## src/rtl/spi_adc_pkg.sv

```systemverilog
// Shared types and elaboration-time helpers for the multi-channel SPI ADC reader.
package spi_adc_pkg;

    typedef enum logic [2:0] {
        S_IDLE,
        S_CS_LEAD,
        S_SHIFT,
        S_QUIET,
        S_WRITE,
        S_DONE
    } adc_state_t;

    function automatic int bytes_per_sample(input int sample_bits);
        return (sample_bits > 8) ? 2 : 1;
    endfunction

    function automatic bit params_legal(input int num_ch, input int frame_bits,
                                        input int sample_bits, input int clk_div);
        return (num_ch >= 1) && (num_ch <= 8) &&
               (frame_bits >= 2) && (frame_bits <= 32) &&
               (sample_bits >= 1) && (sample_bits <= 16) &&
               (sample_bits <= frame_bits) &&
               (clk_div >= 1) && (clk_div <= 65535);
    endfunction

endpackage

```

## src/rtl/spi_sclk_gen.sv

```systemverilog
// SPI clock generator: divider, registered CPOL=0 sclk, rise tick and end-of-frame flag.
module spi_sclk_gen #(
    parameter int CLK_DIV    = 5,
    parameter int FRAME_BITS = 16
) (
    input  logic clk,
    input  logic reset_n,
    input  logic i_en,
    output logic o_sclk,
    output logic o_rise,
    output logic o_frame_end
);

    logic [15:0] r_div;
    logic [6:0]  r_tog;
    logic        r_sclk;
    logic        w_tc;

    assign w_tc        = i_en && (r_div == 16'(CLK_DIV - 1));
    // Tick cycle is the one in which sclk is about to go 0->1; data is captured here.
    assign o_rise      = w_tc && !r_sclk;
    assign o_frame_end = w_tc && (r_tog == 7'(2 * FRAME_BITS - 1));
    assign o_sclk      = r_sclk;

    always_ff @(posedge clk or negedge reset_n) begin
        if (!reset_n) begin
            r_div  <= '0;
            r_tog  <= '0;
            r_sclk <= 1'b0;
        end else if (!i_en) begin
            r_div  <= '0;
            r_tog  <= '0;
            r_sclk <= 1'b0;
        end else if (w_tc) begin
            r_div  <= '0;
            r_tog  <= r_tog + 7'd1;
            r_sclk <= ~r_sclk;
        end else begin
            r_div  <= r_div + 16'd1;
        end
    end

endmodule

```

## src/rtl/spi_adc_multich_fifo_wr.sv

```systemverilog
// Multi-channel SPI ADC frame capture with byte-serialised, back-pressured FIFO write port.
module spi_adc_multich_fifo_wr
    import spi_adc_pkg::*;
#(
    parameter int NUM_CH      = 2,
    parameter int FRAME_BITS  = 16,
    parameter int SAMPLE_BITS = 12,
    parameter int CLK_DIV     = 5
) (
    input  logic              clk,
    input  logic              reset_n,
    input  logic              sample,
    input  logic              continuous,
    input  logic [NUM_CH-1:0] din,
    input  logic              fifo_full,
    output logic              cs_n,
    output logic              sclk,
    output logic              fifo_wr_en,
    output logic [7:0]        fifo_wdata,
    output logic              ready,
    output logic              done,
    output logic              overrun
);

    localparam int          BYTES       = bytes_per_sample(SAMPLE_BITS);
    localparam int          NUM_WR      = NUM_CH * BYTES;
    localparam logic [15:0] SAMPLE_MASK = 16'((32'd1 << SAMPLE_BITS) - 32'd1);

    if (!params_legal(NUM_CH, FRAME_BITS, SAMPLE_BITS, CLK_DIV)) begin : g_bad_params
        $error("spi_adc_multich_fifo_wr: illegal parameter combination");
    end

    adc_state_t            r_state;
    adc_state_t            w_state_next;
    logic [15:0]           r_wait;
    logic                  w_wait_done;
    logic [3:0]            r_k;
    logic                  w_last_k;
    logic [3:0]            w_ch;
    logic                  w_hi;
    logic [15:0]           w_sample;
    logic [7:0]            w_byte;
    logic [FRAME_BITS-1:0] r_shift [NUM_CH];
    logic                  w_sclk_en;
    logic                  w_rise;
    logic                  w_frame_end;

    assign w_wait_done = (r_wait == 16'(CLK_DIV - 1));
    assign w_last_k    = (r_k == 4'(NUM_WR - 1));
    assign w_sclk_en   = (r_state == S_SHIFT);

    spi_sclk_gen #(
        .CLK_DIV    (CLK_DIV),
        .FRAME_BITS (FRAME_BITS)
    ) u_sclk_gen (
        .clk         (clk),
        .reset_n     (reset_n),
        .i_en        (w_sclk_en),
        .o_sclk      (sclk),
        .o_rise      (w_rise),
        .o_frame_end (w_frame_end)
    );

    // Byte k maps to channel k/BYTES; odd k is the zero-padded high byte when BYTES=2.
    always_comb begin
        w_ch     = (BYTES == 2) ? (r_k >> 1) : r_k;
        w_hi     = (BYTES == 2) && r_k[0];
        w_sample = '0;
        for (int unsigned i = 0; i < NUM_CH; i++) begin
            if (32'(w_ch) == i) w_sample = 16'(r_shift[i]) & SAMPLE_MASK;
        end
        w_byte = w_hi ? w_sample[15:8] : w_sample[7:0];
    end

    always_ff @(posedge clk or negedge reset_n) begin
        if (!reset_n) r_state <= S_IDLE;
        else          r_state <= w_state_next;
    end

    always_comb begin
        w_state_next = r_state;
        cs_n         = 1'b1;
        fifo_wr_en   = 1'b0;
        fifo_wdata   = '0;
        ready        = 1'b0;
        done         = 1'b0;
        overrun      = sample && !continuous && (r_state != S_IDLE) && (r_state != S_DONE);
        unique case (r_state)
            S_IDLE: begin
                ready = 1'b1;
                if (sample || continuous) w_state_next = S_CS_LEAD;
            end
            S_CS_LEAD: begin
                cs_n = 1'b0;
                if (w_wait_done) w_state_next = S_SHIFT;
            end
            S_SHIFT: begin
                cs_n = 1'b0;
                if (w_frame_end) w_state_next = S_QUIET;
            end
            S_QUIET: begin
                if (w_wait_done) w_state_next = S_WRITE;
            end
            S_WRITE: begin
                fifo_wr_en = !fifo_full;
                fifo_wdata = w_byte;
                if (!fifo_full && w_last_k) w_state_next = S_DONE;
            end
            S_DONE: begin
                done         = 1'b1;
                w_state_next = continuous ? S_CS_LEAD : S_IDLE;
            end
            default: w_state_next = S_IDLE;
        endcase
    end

    always_ff @(posedge clk or negedge reset_n) begin
        if (!reset_n) begin
            r_wait <= '0;
            r_k    <= '0;
            for (int unsigned i = 0; i < NUM_CH; i++) r_shift[i] <= '0;
        end else begin
            if (((r_state == S_CS_LEAD) || (r_state == S_QUIET)) && !w_wait_done)
                r_wait <= r_wait + 16'd1;
            else
                r_wait <= '0;

            if (r_state != S_WRITE)
                r_k <= '0;
            else if (!fifo_full)
                r_k <= w_last_k ? '0 : r_k + 4'd1;

            if (w_rise) begin
                for (int unsigned i = 0; i < NUM_CH; i++)
                    r_shift[i] <= {r_shift[i][FRAME_BITS-2:0], din[i]};
            end
        end
    end

endmodule

```

## config.mk

```make
export PLATFORM = sky130hd
export DESIGN_NAME = spi_adc_multich_fifo_wr
export DESIGN_NICKNAME = d
export VERILOG_FILES = /design/src/rtl/spi_adc_pkg.sv /design/src/rtl/spi_sclk_gen.sv /design/src/rtl/spi_adc_multich_fifo_wr.sv
export SDC_FILE = /design/constraint.sdc
export NUM_CORES = 1
export LEC_CHECK = 0
export ABC_AREA = 1
export BUFFER_PORTS_ARGS = -buffer_cell sky130_fd_sc_hd__clkbuf_2
export CAP_MARGIN = 20
export CORE_ASPECT_RATIO = 0.5
export CORE_MARGIN = 2
export CORE_UTILIZATION = 30
export CTS_BUF_LIST = sky130_fd_sc_hd__clkbuf_4 sky130_fd_sc_hd__clkbuf_8
export DETAILED_ROUTE_END_ITERATION = 10
export PLACE_DENSITY_LB_ADDON = 0.25
export RECOVER_POWER = 25
export SYNTH_ARGS = -nofsm -noshare
export SYNTH_HDL_FRONTEND = slang
export SYNTH_SLANG_ARGS = --single-unit
```

## constraint.sdc

```tcl
create_clock -name clk -period 2.6 [get_ports clk]
set_input_delay 0.26 -clock clk [delete_from_list [all_inputs] [get_ports clk]]
set_output_delay 0.26 -clock clk [all_outputs]
set_load 0.1 [all_outputs]
```

==> results.cfg <==
[die]
core_area_um2 = 12100
dieArea_um2 = 13600
io_pins = 21
rows = 28
die_y_um = 83.5
die_w_um = 163
start_util_pct = 31.4

[route]
viasPerCell = 4.56
num_vias = 3046
antenna_left = 0
drt-total-wl_mm = 8.02
wire_per_inst_um = 12.0
dr.pass1.iters = 4
drtIter0Drc = 155
drc = 0

[clocking]
clk_path_buf_depth = 2
clk_latency_ns = 0.35
htreeDepth = 3
ctsHoldBuffers = 0
cts_resized = 0
cts_setup_buffers = 0
root_buffer = clkbuf_8
cts_buffers = 9
clk_pin_slew_ns = 0.07
cts_num_sinks = 71
cts_tree = done

[global_route]
grt_antenna_before_repair = 0
grt_max_degree = 72
grt_use_met1_pct = 17.9
track_usage_pct = 12.7
grt-busiest-layer = met2
grtUsageMet3_pct = 3.28
use_met2_pct = 19.1
grt_pass1_vias = 2930
grt_first_pass_wirelength_mm = 14.1
overflow = 0

[sta]
clock_skew_ns = 0.00787
slew_viol_final = 72
final-setup-viol-count = 0
min_period_ns = 2.40
worst_pin_slew_ns = 1.80
timing.fmax_mhz = 416
fin_crit_sh_pct = 92.4
finalHoldViolations = 0
rsz0062_at_grt = no
max_slew_margin_pct = -20.2

[synth]
synth_cells = 477
ys.flop_type = dfrtp_1
ys_seq_area_share_pct = 46.8
synth_area_um2 = 3800
synth_top_area_cell = dfrtp_1
synthesis.nets = 490
ys_types = 35
synth-seq-cells = 71
synth_edf_count = 0
synth_area_leaders = dfrtp_1, nand2_1, nor2_1
synth_common_cells = nand2_1, nor2_1, dfrtp_1, inv_1, nand3_1
netlist.area_leader.share_pct = 46.8
yosysMostFrequentCell = nand2_1
async_flop_share_pct = 100
ys_warn_count = 0
avgSynthCellArea_um2 = 7.96

[layout]
syn_to_final_growth_pct = 13.8
drive_gt1_share_pct = 14.5
fin_area_um2 = 4320
nNetsFinal = 512
n_antenna_cell = 0
fill_cells = 1263

[setup_path]
crit_end = fifo_wdata[4]
worstSetupPathType = flip-flop to output port
critPathMaxFanout = 9
reg2reg_to = r_shift[4]
startpoint = r_state[0]
end_kind = output port
worstPathRequired_ns = 2.34
r2r_slack_ns = 0.63
r2r_cells = 6
start_kind = flip-flop
reg2reg_from = r_state[2]
crit_arrival_ns = 2.14

[placement]
dpl.hpwl_mm = 5.58
gp_congestion = 0.804
port_buffers = 20
placed_area_um2 = 4100

[power]
irDropWorstVdd_v = 0.000187
power.total_mw = 2.07
leakagePower_nw = 1.96
cellPowerDensity_nw_per_um2 = 478

[outcome]
status = finished with violations
violations = capacitance limit, slew limit

[min_path]
hp-class = primary input to flip-flop
min_from = din[1]

[flow_run]
drv_cap = 1
==> sequential cells by signal, summed over array words and instances (netlist names) <==
name,count
r_state,3
r_wait,16
u_sclk_gen.o_sclk,1
u_sclk_gen.r_tog,7
u_sclk_gen.r_div,16
r_k,4
r_shift,24
==> final cells by class <==
| cell class | instances | area [um^2] | area share [%] |
|---|---|---|---|
| multi-input combinational | 345 | 1830 | 42.3 |
| sequential | 71 | 1780 | 41.1 |
| tap | 165 | 206 | 4.78 |
| inverter | 52 | 195 | 4.52 |
| clock buffer | 11 | 151 | 3.50 |
| timing repair buffer | 20 | 120 | 2.78 |
| clock inverter | 4 | 45.0 | 1.04 |
==> placed cells by master (no fill, tap or decap) <==
| master | synthesis | layout |
|---|---|---|
| nand2_1 | 114 | 113 |
| nor2_1 | 73 | 72 |
| dfrtp_1 | 71 | 71 |
| inv_1 | 51 | 51 |
| nand3_1 | 48 | 48 |
| o21ai_2 | 11 | 14 |
| xor2_1 | 12 | 12 |
| o21ai_0 | 15 | 12 |
| clkbuf_2 | 0 | 12 |
| clkbuf_8 | 0 | 11 |
| nor3_1 | 11 | 9 |
| a21oi_1 | 12 | 8 |
| clkbuf_4 | 0 | 8 |
| xnor2_1 | 6 | 6 |
| ha_1 | 6 | 6 |
| a21oi_2 | 1 | 5 |
| nand4_1 | 5 | 5 |
| nor2_4 | 2 | 4 |
| o22ai_1 | 4 | 4 |
| nor3b_1 | 3 | 3 |
| nor2_2 | 4 | 3 |
| o21bai_1 | 3 | 3 |
| clkinv_2 | 0 | 3 |
| nand2_2 | 1 | 2 |
| nand2_4 | 2 | 2 |
| o21a_1 | 2 | 2 |
| o21ai_1 | 2 | 2 |
| nand3b_1 | 2 | 2 |
| nor3_4 | 0 | 1 |
| nand3_4 | 1 | 1 |
| nand3_2 | 1 | 1 |
| inv_2 | 1 | 1 |
| nor3b_2 | 1 | 1 |
| nor3_2 | 0 | 1 |
| nor4_2 | 0 | 1 |
| o31ai_1 | 1 | 1 |
| nor2_8 | 1 | 1 |
| bufinv_16 | 0 | 1 |
==> worst min-delay path by stage <==
stage	endpoint	slack [ns]	cells past startpoint
after floorplan	r_k[0]	-0.04	0
after global placement	r_shift[19]	0.46	2
after global routing	r_shift[0]	0.11	3
after CTS	r_k[0]	0.08	1
after detailed placement	r_shift[19]	0.46	2
final	r_shift[0]	0.14	3
==> routing by layer <==
| metal | vias up | routed length, um | part of all wire, % |
|---|---|---|---|
| met1 | 1421 | 4130 | 51 |
| met5 | - | 0 | 0 |
| met4 | 0 | 86 | 1.1 |
| li1 | 1570 | - | - |
| met3 | 7 | 246 | 3.1 |
| met2 | 48 | 3560 | 44 |
==> report_power, final <==
group          leakage, nW  switching (mW)  internal [mW]
Sequential           0.951         0.00457           1.11
Clock                0.105           0.416          0.486
Combinational        0.906          0.0386         0.0113
Total                 1.96           0.460           1.61
==> worst max-delay path, cell delays in order (launching register included) <==
cell	delay [ns]
dfrtp_1	0.38
inv_1	0.20
nand2_2	0.14
nor2_4	0.21
nand2_1	0.29
a21oi_2	0.22
clkbuf_4	0.35
==> through the flow <==
step           setup WS [ns]  hold WS [ns]  util, %  cells  TNS (ns)
5_1_grt               0.0365         0.115     35.7    668         0
3_3_place_gp           0.471         0.457     33.9    653         0
4_1_cts               0.0194        0.0819     35.6    668         0
2_1_floorplan         -0.249       -0.0356        -    477    -0.249
3_5_place_dp           0.409         0.462     33.9    653         0
6_report               0.198         0.140     35.7    668         0
==> kinds of logic after synthesis <==
group / Yosys count / synth area share, %
AOI/OAI and AO/OA: 51 / 8.44
xor gates and xnor gates: 18 / 4.15
adders and majority gates: 6 / 1.98
buffers and inverters: 61 / 6.79
DFF: 71 / 46.8
and+or+nand+nor: 270 / 31.8
Power figures use the tool's default switching activity.
